--- src/rtl/kgp_risc_pkg.sv ---
// Shared KGP_RISC definitions: operand width, multiply/divide op encodings and
// the multiply/divide unit's FSM states.
package kgp_risc_pkg;

  localparam int unsigned XLEN = 32;

  typedef enum logic [1:0] {
    MULDIV_MULU = 2'b00,
    MULDIV_MUL  = 2'b01,
    MULDIV_DIVU = 2'b10,
    MULDIV_DIV  = 2'b11
  } muldiv_op_e;

  typedef enum logic [1:0] {
    StIdle,
    StRun,
    StFix,
    StDone
  } muldiv_state_e;

  // Two's-complement magnitude when the op is signed, raw value otherwise.
  function automatic logic [XLEN-1:0] op_mag(input logic [XLEN-1:0] v, input logic is_signed);
    return (is_signed && v[XLEN-1]) ? (~v + 1'b1) : v;
  endfunction

endpackage

--- src/rtl/muldiv_unit.sv ---
// Iterative 32-bit multiply/divide: radix-2 shift-add multiply or restoring
// divide over 32 cycles, with sign correction in a final fix-up cycle.
module muldiv_unit
  import kgp_risc_pkg::*;
(
  input  logic            clk,
  input  logic            rst,
  input  logic            start_i,
  input  logic [1:0]      op_i,
  input  logic [XLEN-1:0] op_a_i,
  input  logic [XLEN-1:0] op_b_i,
  output logic            busy_o,
  output logic            done_o,
  output logic [XLEN-1:0] result_hi_o,
  output logic [XLEN-1:0] result_lo_o,
  output logic            div_by_zero_o
);

  muldiv_state_e state_q, state_d;
  logic [2*XLEN-1:0] acc_q, acc_d;
  logic [XLEN-1:0]   b_q, b_d;
  logic [XLEN-1:0]   raw_a_q, raw_a_d;
  logic [XLEN-1:0]   hi_q, hi_d, lo_q, lo_d;
  logic [5:0]        cnt_q, cnt_d;
  logic              is_div_q, is_div_d;
  logic              neg_res_q, neg_res_d;
  logic              neg_rem_q, neg_rem_d;
  logic              dz_q, dz_d;
  logic              dbz_q, dbz_d;

  logic              in_div, in_signed, in_dz;
  logic [XLEN-1:0]   mag_a, mag_b;
  logic [XLEN:0]     mul_sum;
  logic [2*XLEN-1:0] mul_next, div_next, prod_neg;
  logic [XLEN:0]     rem_sh;
  logic [XLEN-1:0]   rem_sub, quot, rem;
  logic              borrow;

  assign in_div    = op_i[1];
  assign in_signed = op_i[0];
  assign in_dz     = in_div && (op_b_i == '0);
  assign mag_a     = op_mag(op_a_i, in_signed);
  assign mag_b     = op_mag(op_b_i, in_signed);

  // Multiply: acc = {partial product, remaining multiplier bits}.
  assign mul_sum  = {1'b0, acc_q[2*XLEN-1:XLEN]} + {1'b0, b_q};
  assign mul_next = acc_q[0] ? {mul_sum, acc_q[XLEN-1:1]} : {1'b0, acc_q[2*XLEN-1:1]};

  // Divide: acc = {remainder, quotient}; the remainder after shifting needs 33 bits.
  assign rem_sh   = acc_q[2*XLEN-1:XLEN-1];
  assign borrow   = rem_sh < {1'b0, b_q};
  assign rem_sub  = rem_sh[XLEN-1:0] - b_q;
  assign div_next = borrow ? {rem_sh[XLEN-1:0], acc_q[XLEN-2:0], 1'b0}
                           : {rem_sub, acc_q[XLEN-2:0], 1'b1};

  assign prod_neg = ~acc_q + 1'b1;
  assign quot     = acc_q[XLEN-1:0];
  assign rem      = acc_q[2*XLEN-1:XLEN];

  always_comb begin
    state_d   = state_q;
    acc_d     = acc_q;
    b_d       = b_q;
    raw_a_d   = raw_a_q;
    hi_d      = hi_q;
    lo_d      = lo_q;
    cnt_d     = cnt_q;
    is_div_d  = is_div_q;
    neg_res_d = neg_res_q;
    neg_rem_d = neg_rem_q;
    dz_d      = dz_q;
    dbz_d     = dbz_q;
    unique case (state_q)
      StIdle, StDone: begin
        if (start_i) begin
          is_div_d  = in_div;
          acc_d     = {{XLEN{1'b0}}, (in_div ? mag_a : mag_b)};
          b_d       = in_div ? mag_b : mag_a;
          raw_a_d   = op_a_i;
          neg_res_d = in_signed && (op_a_i[XLEN-1] ^ op_b_i[XLEN-1]);
          neg_rem_d = in_signed && in_div && op_a_i[XLEN-1];
          dz_d      = in_dz;
          cnt_d     = '0;
          state_d   = in_dz ? StFix : StRun;
        end else begin
          state_d = StIdle;
        end
      end
      StRun: begin
        acc_d = is_div_q ? div_next : mul_next;
        cnt_d = cnt_q + 6'd1;
        if (cnt_q == 6'd31) state_d = StFix;
      end
      StFix: begin
        state_d = StDone;
        dbz_d   = dz_q;
        if (dz_q) begin
          hi_d = raw_a_q;
          lo_d = '1;
        end else if (!is_div_q) begin
          {hi_d, lo_d} = neg_res_q ? prod_neg : acc_q;
        end else begin
          lo_d = neg_res_q ? (~quot + 1'b1) : quot;
          hi_d = neg_rem_q ? (~rem + 1'b1) : rem;
        end
      end
      default: state_d = StIdle;
    endcase
  end

  always_ff @(posedge clk or posedge rst) begin
    if (rst) begin
      state_q   <= StIdle;
      acc_q     <= '0;
      b_q       <= '0;
      raw_a_q   <= '0;
      hi_q      <= '0;
      lo_q      <= '0;
      cnt_q     <= '0;
      is_div_q  <= 1'b0;
      neg_res_q <= 1'b0;
      neg_rem_q <= 1'b0;
      dz_q      <= 1'b0;
      dbz_q     <= 1'b0;
    end else begin
      state_q   <= state_d;
      acc_q     <= acc_d;
      b_q       <= b_d;
      raw_a_q   <= raw_a_d;
      hi_q      <= hi_d;
      lo_q      <= lo_d;
      cnt_q     <= cnt_d;
      is_div_q  <= is_div_d;
      neg_res_q <= neg_res_d;
      neg_rem_q <= neg_rem_d;
      dz_q      <= dz_d;
      dbz_q     <= dbz_d;
    end
  end

  assign busy_o        = (state_q == StRun) || (state_q == StFix);
  assign done_o        = (state_q == StDone);
  assign result_hi_o   = hi_q;
  assign result_lo_o   = lo_q;
  assign div_by_zero_o = dbz_q;

endmodule

--- config.mk ---
export PLATFORM = sky130hd
export DESIGN_NAME = muldiv_unit
export DESIGN_NICKNAME = d
export VERILOG_FILES = /design/src/rtl/kgp_risc_pkg.sv /design/src/rtl/muldiv_unit.sv
export SDC_FILE = /design/constraint.sdc
export NUM_CORES = 1
export LEC_CHECK = 0
export CAP_MARGIN = 20
export CORE_ASPECT_RATIO = 0.5
export CORE_MARGIN = 2
export CORE_UTILIZATION = 40
export DETAILED_ROUTE_END_ITERATION = 12
export PLACE_DENSITY_LB_ADDON = 0.25
export SYNTH_ARGS = -nofsm -noshare
export SYNTH_HDL_FRONTEND = slang
export SYNTH_SLANG_ARGS = --single-unit
--- constraint.sdc ---
create_clock -name clk -period 7.93 [get_ports clk]
set_clock_uncertainty 0.1 [all_clocks]
set_input_delay 1.586 -clock clk [delete_from_list [all_inputs] [get_ports clk]]
set_output_delay 1.586 -clock clk [all_outputs]
set_load 0.01 [all_outputs]
# After elaboration in Yosys (flattened, before gate mapping)

Index checks and enable logic that the tools add are counted.

Input port bits: 69
Output and inout port bits: 67
Bits in registers: 205
Word-level logic and storage cells: 68

Mux-type cells: 22
Add/sub/neg operators: 8
Bitwise operators: 6
$lt $le $gt $ge: 1
Equal/unequal tests: 6
Reductions and logical operators: 13

Operators by type and width:

| operator              | count |
|---|---|
| $mux 32               | 10 |
| $mux 64               | 5 |
| $add 32x1->32 const B | 4 |
| $not 32->32           | 4 |
| $pmux 64 s2           | 1 |
| $add 64x1->64 const B | 1 |
| $not 64->64           | 1 |
| $add 32x32->33        | 1 |
| $lt 33x32->1          | 1 |
| $logic_not 32->1      | 1 |
| $sub 32x32->32        | 1 |
| $pmux 6 s2            | 1 |
| $add 6x1->6 const B   | 1 |
| $eq 6x5->1 const B    | 1 |
| $logic_and 1x1->1     | 6 |
| $mux 2                | 3 |
| $mux 6                | 1 |
| $pmux 2 s3            | 1 |
| $eq 2x2->1 const B    | 2 |
| $ne 2x2->1 const B    | 2 |
| $reduce_and 2->1      | 2 |
| $eq 2x1->1 const B    | 1 |
| $logic_not 2->1       | 1 |
| $reduce_bool 2->1     | 1 |
| 3 further kinds       | 3 |

# Logic depth before layout (Yosys ltp)

Gate-level depths: netlist (run 1).

Word-level depth: 6
Mapped depth: 15
Depth with buffers taken out: 13

# Least setup slack after synthesis (run 1)

Ideal clock, no wire load.

Kind: in2reg
Start point: in op_a_i[0]
End point: reg b_q[30]
Path buffers: 0
Arrival: 3.703 ns
Library setup time: 0.132 ns
Stages: 11
Setup slack: 3.996 ns
Required time: 7.698 ns
Cell sequence: inv_1 > ha_1 > or4b_1 > nor4_2 > a31o_2 > o21ai_1 > a21oi_1 > xor2_1 > nor2_1 > a211oi_1 > a21oi_1

Cells in the longest elaborated chain, start to end: 4

Ends and longest elaborated chain:

| element              | RTL line           | text |
|---|---|---|
| start, declared      | muldiv_unit.sv:10  | `input logic [XLEN-1:0] op_a_i,` |
| $not 32->32          | kgp_risc_pkg.sv:23 | `return (is_signed && v[XLEN-1]) ? (~v + 1'b1) : v;` |
| $add 32x1->32        | kgp_risc_pkg.sv:23 |  |
| $mux 32              | kgp_risc_pkg.sv:23 |  |
| $mux 32              | muldiv_unit.sv:78  | `b_d = in_div ? mag_b : mag_a;` |
| end signal, assigned | muldiv_unit.sv:115 | `b_q <= '0;` |
| end signal, assigned | muldiv_unit.sv:128 | `b_q <= b_d;` |
| end, declared        | muldiv_unit.sv:21  | `logic [XLEN-1:0] b_q, b_d;` |

No other way between the ends.
A chain may end at the register's enable or synchronous reset.

# Final worst setup path (run 1)

Same ends and word-level chain as after synthesis.

==> impl_results.md, run 1 <==
- Outcome: finished clean
- Ys Warns: 0
- CTS H-tree depth: 1
- WP data arrival: 4.54 ns
- # setup viols final: 0
- GR Util All Layers: 26.9%
- Comb power frac: ~64%
- Max-slew headroom: 29.4%
- Post-synthesis cell area: about 16000 µm²
- CTS Buffer Depth: 3
- Post-CTS Resized: 0
- Largest net degree at the start of global routing: 112
- Max cap viols: 0
- Final Cell Area: about 19000 µm²
- Peak supply drop: 0.171 mV
- Post-CTS Hold Buffers: 0
- Switching share of power: roughly half
- Post-synthesis mux area share: 5.74%
- Gpl congestion: 0.943
- I/O pin count: 136
- Setup TNS: 0 ns
- Final ANT Viol Nets: 0
- Compound-gate portion of the synthesized area: 26.1%
- Initial DRC count: 1872
- Total global routing overflow: 0
- Total number of vias: 15700
- Layout cells sized above 1: 7.74%
- Top_reg_cell synth: dfrtp_1
- Area post-placement: between 15000 and 20000 µm²
- Yosys reg bits: 205
- Postcts setup bufs: 0
- First-pass GRT wire length: 88100 µm
- EDFF count, synth: 0
- CP Class: primary input to flip-flop
- Worst Max-Slew Pin Slew: 1.05 ns
- Post-synthesis cell type count: just under 90
- Slew Limit Fails: 0
- Net switching power: about 0.0046 W
- DP HPWL: 43500 µm
- Combinational family with the most area after synthesis: compound AO/OA/AOI/OAI gates
- Port Buf Inserts: between 100 and 150
- Critical path data required time: 8.23 ns
- Largest fanout on the critical path: 5
- Fmax: 236 MHz
- CTS sink cnt: between 200 and 250
- Seq pwr share: ~24%
- # rows: 52
- Wire per inst: 22.3 µm
- Leakage: roughly 7.8 nW
- Int Pwr: 0.00451 W
- Fin crit share: 53.4%
- Die Ht: 147 µm
- XOR/XNOR Fraction of Synth Area: 8.88%
- PwrDens: 482 nW/µm²
- Clock tree root driver cell: clkbuf_16
- Number of global-route vias before repair: 14300
- Die area: approximately 42000 µm²
- Worst skew pair latency: 0.53 ns
- Syn Area/Cell: 8.23 µm²
- Drt pass-1 iters: 6
- Min-Delay Path Class: flip-flop to flip-flop
- Async set-reset flop share out of synthesis: 100%
- Nature of the critical path endpoint: flip-flop
- Minimum clock period: 4.24 ns
- Initial Util: 40.4%
- # nets final: 2183
- Clk pwr share: 12.1%
- Layout fillers: approximately 4000
- Chip width: slightly below 300 µm
- Synth Area in Simple Gates: between 10% and 20%
- Post-synthesis sequential area ratio: 31.5%
- Synthesized netlist cell count: 1978
- Synth Area in Adders: 5.78%
- WL final: 58000 µm
- DRC viols: 0
- Synthesis-to-layout area growth: 16.0%
- TritonCTS clock tree: built
- Post-Synthesis Net Count: 2121
- Vias per cell: a little over 6
- Reg clk slew, reported paths: 0.07 ns
- RSZ-0062 raised after global routing: false
- Core area: 40300 µm²
- Initial antenna violation count: 3
- Inserted Clock Buffers: 22
- Fin. Hold Viols: 0
- CP Launch Type: primary input
==> synth_stat cells, drive strengths merged (6+ instances only) <==
cell,instances,area [µm²]
a211oi,42,315
a21boi,6,45.1
a21o,28,211
a21oi,221,1110
a221o,10,100
a31oi,17,106
a32o,20,200
and2,11,68.8
and3,7,43.8
buf,28,119
clkbuf,95,357
dfrtp,205,5130
ha,72,901
inv,69,259
mux2,59,664
mux2i,27,270
nand2,158,601
nand2b,21,139
nand3,34,183
nand4,14,93.8
nor2,198,743
nor2b,21,131
nor3,44,225
nor4,23,208
o2111ai,7,61.3
o211a,7,70.1
o211ai,39,293
o21a,9,67.6
o21ai,166,835
o21bai,9,67.6
o31ai,29,223
o41ai,12,105
or3,20,125
or4,12,97.6
xnor2,74,648
xor2,91,797
==> cell type report <==
class	instances	area, µm²	area share (%)
diodes	1	2.50	0.0132
clock buffers	31	656	3.47
clock inverters	8	95.1	0.503
inverters	71	274	1.45
multi-input cells	1579	10500	55.4
flip-flops and latches	205	5130	27.2
well taps	540	676	3.58
repair buffers	161	1590	8.44
==> worst max-delay path: stages <==
cell	delay [ns]
clkdlybuf4s50_1	0.47
inv_1	0.12
ha_1	0.18
or4b_1	0.55
nor4_2	0.47
a31o_2	0.25
o21ai_1	0.13
a21oi_1	0.19
xor2_1	0.21
nor2_1	0.06
a211oi_1	0.24
a21oi_1	0.06
==> state kept, by name, indices dropped and copies added, names as in the netlist <==
name and cells:
result_hi_o 32, result_lo_o 32, dz_q 1, state_q 2
cnt_q 6, div_by_zero_o 1, neg_res_q 1, raw_a_q 32
neg_rem_q 1, is_div_q 1, b_q 32, acc_q 64
==> power groups by stage <==
| stage | combinational (W) | clock (W) | sequential (W) |
|---|---|---|---|
| 2_1_floorplan | 0.00407 | 0 | 0.00193 |
| 6_report | 0.00579 | 0.00110 | 0.00221 |
| 3_3_place_gp | 0.00558 | 0 | 0.00220 |
| 3_5_place_dp | 0.00563 | 0 | 0.00220 |
| 5_1_grt | 0.00635 | 0.00115 | 0.00227 |
| 4_1_cts | 0.00566 | 0.00111 | 0.00219 |
==> metal layers <==
layer	vias to the layer above	GRT usage [%]	part of all wire (%)
met3	76	7.14	10
met4	2	4.23	1.6
met2	621	38.1	41
met5	-	1.82	0.18
met1	7615	41.0	47
li1	7347	-	-
==> worst paths after layout <==
kind	slack (ns)	startpoint	depth (start not counted)	end
max	3.69	op_a_i[0]	12	b_q[30]
min	0.40	cnt_q[1]	2	cnt_q[1]
max reg2reg	3.74	acc_q[34]	11	acc_q[55]
min reg2reg	0.40	cnt_q[1]	2	cnt_q[1]
max in group asynchronous	5.12	rst	3	result_lo_o[18]
min in group asynchronous	1.46	rst	2	result_hi_o[11]
==> per-stage QoR <==
stage / total power [W] / std cells / setup WS, ns / hold slack, ns / util (%)
floorplan: 0.00600 / 1978 / 0.648 / 0.350 / -
global route: 0.00977 / 2595 / 3.48 / 0.416 / 46.9
finish: 0.00910 / 2596 / 3.69 / 0.397 / 46.9
global placement: 0.00778 / 2553 / 3.22 / 0.381 / 44.9
detailed placement: 0.00784 / 2553 / 3.19 / 0.391 / 44.9
CTS: 0.00896 / 2592 / 3.61 / 0.403 / 46.7
==> placed cells by master (no fill, tap or decap), types with 39 or more instances in the layout <==
cell type,n
a211oi_1,42
a21oi_1,220
clkdlybuf4s50_1,134
dfrtp_1,204
ha_1,70
inv_1,68
mux2_2,59
nand2_1,156
nor2_1,198
nor3_1,42
o211ai_1,39
o21ai_0,157
xnor2_1,74
xor2_1,91
==> logic make-up after synthesis <==
family          after synthesis
xor+xnor                    165
simple gates                584
fa+ha+maj                    74
buf+inv                     194
flops                       205
mux                          86
compound gates              670
Note: power is estimated with default switching activity, not from simulation.
==> run 2: changes to the inputs <==
clock period = 4.1 ns   (was 7.93 ns; I/O delays follow)
==> impl_results.md, run 2 (same netlist as run 1, synthesis figures left out) <==
- Outcome: finished clean
- PwrDens: 929 nW/µm² (+93%)
- TritonCTS clock tree: built
- Layout cells sized above 1: 10.6% (+2.8 points)
- Fmax: 267 MHz
- Drt pass-1 iters: 6 (unchanged)
- Largest net degree at the start of global routing: 87 (-22%)
- # setup viols final: 0 (unchanged)
- Crit-path max cell delay: 0.62 ns (+0.07 ns)
- Wire per inst: 22.5 µm (+0.67%)
- Postcts setup bufs: 0 (unchanged)
- CTS sink cnt: 205 (unchanged)
- Initial antenna violation count: 2 (-1)
- Initial Util: 40.4% (unchanged)
- Peak supply drop: 0.338 mV (+98%)
- Min-Delay Path Class: flip-flop to flip-flop
- # rows: 52 (unchanged)
- CP Launch Type: flip-flop
- Power, Total: 0.0180 W (+98%)
- CTS Buffer Depth: 3 (unchanged)
- Layout fillers: 3973 (-0.28%)
- CTS H-tree depth: 1 (unchanged)
- WP data arrival: 4.11 ns (-0.43 ns)
- Vias per cell: 5.98 (-0.90%)
- Synthesis-to-layout area growth: 19.1%
- Nature of the critical path endpoint: flip-flop
- Max cap viols: 0 (unchanged)
- First-pass GRT wire length: 90900 µm (+3.1%)
- Commonest non-fill, non-tap cells in the layout: a21oi_1, dfrtp_1, nor2_1, o21ai_0, nand2_1
- Slowest-stage cell, CP: dfrtp_1
- CP Class: flip-flop to flip-flop
- Fin. Hold Viols: 0 (unchanged)
- Leakage: 8.12 nW (+4.1%)
- Max reg flops: 64 (unchanged)
- Die Ht: 147 µm (unchanged)
- Port Buf Inserts: 135 (unchanged)
- Core area: 40300 µm² (unchanged)
- Biggest register: acc_q
- Chip width: 289 µm (unchanged)
- Fin crit share: roughly 91%
- Area post-placement: 18600 µm² (+3.0%)
- Die area: 42400 µm² (unchanged)
- Post-CTS Resized: 0 (unchanged)
- GR Util All Layers: 28.0% (+1.0 points)
- Final ANT Viol Nets: 0 (unchanged)
- Sequential cell area: 5130 µm² (unchanged)
- Slew Limit Fails: 0 (unchanged)
- WL final: 59900 µm (+3.2%)
- Clock tree root driver cell: clkbuf_16
- Commonest non-fill, non-tap cell in the layout: a21oi_1
- Max-slew headroom: 15.1% (-14 points)
- DRC viols: 0 (unchanged)
- Number of global-route vias before repair: 14700 (+2.3%)
- Total number of vias: 15900 (+1.6%)
- Gpl congestion: 0.961 (+1.9%)
- Reg clk slew, reported paths: 0.07 ns (about the same)
- Multi-input gate area: 10400 µm² (-0.20%)
- Post-CTS Hold Buffers: 0 (unchanged)
- Setup TNS: 0 ns (unchanged)
- # nets final: 2249 (+3.0%)
- I/O pin count: 136 (unchanged)
- Worst skew pair latency: 0.54 ns (about the same)
- Initial DRC count: 1700 (-9.2%)
- Antenna cells: 0 (-1)
- WP buf/inv: 1 (-1)
- Largest fanout on the critical path: 9 (+4)
- Worst Max-Slew Pin Slew: 1.26 ns (+0.209 ns)
- Critical path data required time: 4.47 ns (-3.76 ns)
- Total global routing overflow: 0 (unchanged)
- Inserted Clock Buffers: 23 (+4.5%)
- Final Cell Area: 19400 µm² (+2.6%)
- Minimum clock period: 3.74 ns
- CP top delay family: compound AO/OA/AOI/OAI gates
- Critical-path cell list: ha_1 -> inv_1 -> fa_1 -> nand2b_1 -> a21o_1 -> a21oi_1 -> o2111ai_1 -> a211o_1 -> nand2_1 -> mux2_2 -> o211ai_1 -> a32o_1
- RSZ-0062 raised after global routing: false
- DP HPWL: 45700 µm (+4.9%)
==> run 2: cell types whose count changed in the layout (fill, tap and decap cells not counted), sizes merged <==
cell      before  now
buf           26   92
clkinvlp       2    5
clkinv         6    4
bufinv         2    1
clkbuf        32   33
diode          1    0
==> run 2: report_power, final <==
part           switching [W]  internal [W]
sequential          0.000959       0.00296
clock               0.000927       0.00119
combinational        0.00720       0.00478
total                0.00909       0.00893
==> run 2: final timing paths <==
kind                             from         endpoint  slack (ns)  cells past startpoint
max                         acc_q[32]        acc_q[59]        0.36                     12
min                        raw_a_q[3]       raw_a_q[3]        0.40                      1
max reg2reg                 acc_q[32]        acc_q[59]        0.36                     12
min reg2reg                raw_a_q[3]       raw_a_q[3]        0.40                      1
max in group asynchronous         rst        acc_q[43]        2.51                      4
min in group asynchronous         rst  result_hi_o[18]        0.59                      2
==> run 2: per-layer routing <==
layer	track usage (%)	wire length, µm	vias to the layer above
met3	8.56	6530	72
met4	6.01	1310	0
met2	38.9	24300	621
met1	42.0	27800	7749
met5	0	0	-
li1	-	-	7473
==> run 2: area by class of cell <==
class	count	area share, %
Timing Repair Buffer	226	11.0
Inverter	71	1.39
Clock inverter	8	0.419
Multi-Input combinational cell	1579	53.9
Clock buffer	33	3.42
Sequential cell	205	26.5
Tap cell	540	3.48
==> run 2: through the flow <==
| step | hold slack, ns | setup WS (ns) | std cells | utilization (%) |
|---|---|---|---|---|
| 2_1_floorplan | 0.350 | 0.522 | 1978 | - |
| 5_1_grt | 0.423 | 0.207 | 2662 | 48.1 |
| 3_3_place_gp | 0.380 | 0.324 | 2620 | 46.2 |
| 4_1_cts | 0.400 | 0.413 | 2661 | 48.1 |
| 6_report | 0.402 | 0.355 | 2662 | 48.1 |
| 3_5_place_dp | 0.388 | 0.283 | 2620 | 46.2 |
==> run 3: changes to the inputs <==
SETUP_SLACK_MARGIN = 0.4   (was not set)
==> impl_results.md, run 3 (same netlist as run 1, synthesis figures left out) <==
- Outcome: finished clean
- Max reg flops: 64 (unchanged)
- Max cap viols: 0 (unchanged)
- Peak supply drop: 0.340 mV (+0.69%)
- Worst skew pair latency: 0.54 ns (about the same)
- # rows: 52 (unchanged)
- Hold wc startpoint: raw_a_q[3]
- First-pass GRT wire length: 90900 µm (unchanged)
- Total global routing overflow: 0 (unchanged)
- I/O pin count: 136 (unchanged)
- DP HPWL: 45700 µm (unchanged)
- GR Util All Layers: 28.0% (unchanged)
- Biggest register: acc_q
- Fmax: 280 MHz (+4.8%)
- Fin. Hold Viols: 0 (unchanged)
- Vias per cell: 5.98 (about the same)
- Area post-placement: 18600 µm² (unchanged)
- Commonest non-fill, non-tap cell in the layout: a21oi_1
- # nets final: 2251 (+0.089%)
- Core area: 40300 µm² (unchanged)
- Inserted Clock Buffers: 23 (unchanged)
- CP Launch Type: flip-flop
- Commonest non-fill, non-tap cells in the layout: a21oi_1, dfrtp_1, nor2_1, o21ai_0, nand2_1
- Initial Util: 40.4% (unchanged)
- Fin crit share: 87.2% (-4.2 points)
- Cell depth of the worst flop-to-flop path: 8 (-4)
- Final cell count without fillers: 2665 (+0.11%)
- Reg clk slew, reported paths: 0.06 ns (about the same)
- TritonCTS clock tree: built
- Gpl congestion: 0.961 (unchanged)
- Final ANT Viol Nets: 0 (unchanged)
- CTS H-tree depth: 1 (unchanged)
- Die Ht: 147 µm (unchanged)
- RSZ-0062 raised after global routing: true
- Layout cells sized above 1: 11.0% (+0.41 points)
- Worst Max-Slew Pin Slew: 1.26 ns (+0.00136 ns)
- CTS Buffer Depth: 3 (unchanged)
- Total number of vias: 15900 (+0.094%)
- WL final: 60100 µm (+0.33%)
- Chip width: 289 µm (unchanged)
- Max-slew headroom: 15.0% (-0.091 points)
- End of the worst hold path: raw_a_q[3]
- Drt pass-1 iters: 5 (-1)
- Final Cell Area: 19400 µm² (+0.24%)
- Minimum clock period: 3.57 ns (-0.171 ns)
- CP Class: flip-flop to flip-flop
- CTS sink cnt: 205 (unchanged)
- Leakage: 8.14 nW (+0.21%)
- Min-Delay Path Class: flip-flop to flip-flop
- Worst r2r src: acc_q[4]
- Critical path data required time: 4.43 ns (-0.04 ns)
- FF-to-FF setup slack: 0.53 ns (+0.17 ns)
- # setup viols final: 0 (unchanged)
- Nature of the critical path endpoint: flip-flop
- Initial DRC count: 1766 (+3.9%)
- Slew Limit Fails: 0 (unchanged)
- Initial antenna violation count: 2 (unchanged)
- Hold Crit Depth: 1 (unchanged)
- DRC viols: 0 (unchanged)
- Synthesis-to-layout area growth: 19.4%
- Fin Hold WS: 0.399 ns (-0.00294 ns)
- Clock tree root driver cell: clkbuf_16
- Die area: 42400 µm² (unchanged)
- Port Buf Inserts: 135 (unchanged)
- Number of global-route vias before repair: 14700 (unchanged)
- Largest fanout on the critical path: 14 (+5)
- Setup TNS: 0 ns (unchanged)
- WP data arrival: 3.90 ns (-0.21 ns)
- PwrDens: 930 nW/µm² (about the same)
- Wire per inst: 22.5 µm (+0.22%)
- Largest net degree at the start of global routing: 87 (unchanged)
- RR Endpoint: result_hi_o[28]
- Placed cells: 2620 (unchanged)
==> run 3: per-stage QoR <==
stage	power, W	setup slack (ns)	util, %
2_1_floorplan	0.0116	0.522	-
3_3_place_gp	0.0156	0.324	46.2
3_5_place_dp	0.0156	0.283	46.2
4_1_cts	0.0178	0.413	48.1
5_1_grt	0.0194	0.341	48.3
6_report	0.0181	0.526	48.3
==> run 3: where the power goes <==
group / switching [W] / leakage [nW] / internal (W) / total (W)
clock: 0.000930 / 0.354 / 0.00119 / 0.00212
combinational: 0.00724 / 5.28 / 0.00480 / 0.0120
sequential: 0.000956 / 2.51 / 0.00296 / 0.00392
==> run 3: worst max-delay path by stage <==
stage | startpoint | endpoint | slack, ns | cells past startpoint
2_1_floorplan | rst | acc_q[0] | 0.52 | 1
3_3_place_gp | op_b_i[8] | acc_q[21] | 0.32 | 10
3_5_place_dp | op_b_i[8] | acc_q[30] | 0.28 | 10
4_1_cts | acc_q[4] | result_hi_o[28] | 0.41 | 8
5_1_grt | acc_q[52] | acc_q[62] | 0.34 | 10
6_report | acc_q[4] | result_hi_o[28] | 0.53 | 8
==> run 3: worst max-delay path: stages (launching register included) <==
cell and delay, ns:
dfrtp_1 0.42, or3_1 0.47, or4b_4 0.64, nand4b_1 0.47, nand2_2 0.39, a41oi_1 0.18
xnor2_1 0.28, o21ai_0 0.20, mux2_2 0.31
==> run 3: final cells by class <==
cell class                 instances  area (µm²)
antenna                            1        2.50
inverter                          71         270
sequential                       205        5130
timing repair buffer             228        2140
fill                            3966       20800
clock buffer                      33         663
tap                              540         676
clock inverter                     8        81.3
multi-input combinational       1579       10500
==> run 3: routing by layer <==
metal,up-vias,GRT usage (%),part of all wire (%)
met3,63,8.56,11
li1,7483,-,-
met5,-,0,0
met4,0,6.01,2.1
met1,7734,42.0,46
met2,650,38.9,41
==> run 3: what timing repair did <==
item                                   in CTS  in global routing
gates resized for setup                     0                 11
endpoints found under the hold margin       0                  0
hold buffers                                0                  0
setup buffers                               0                  2
setup endpoints to repair                   0                 14
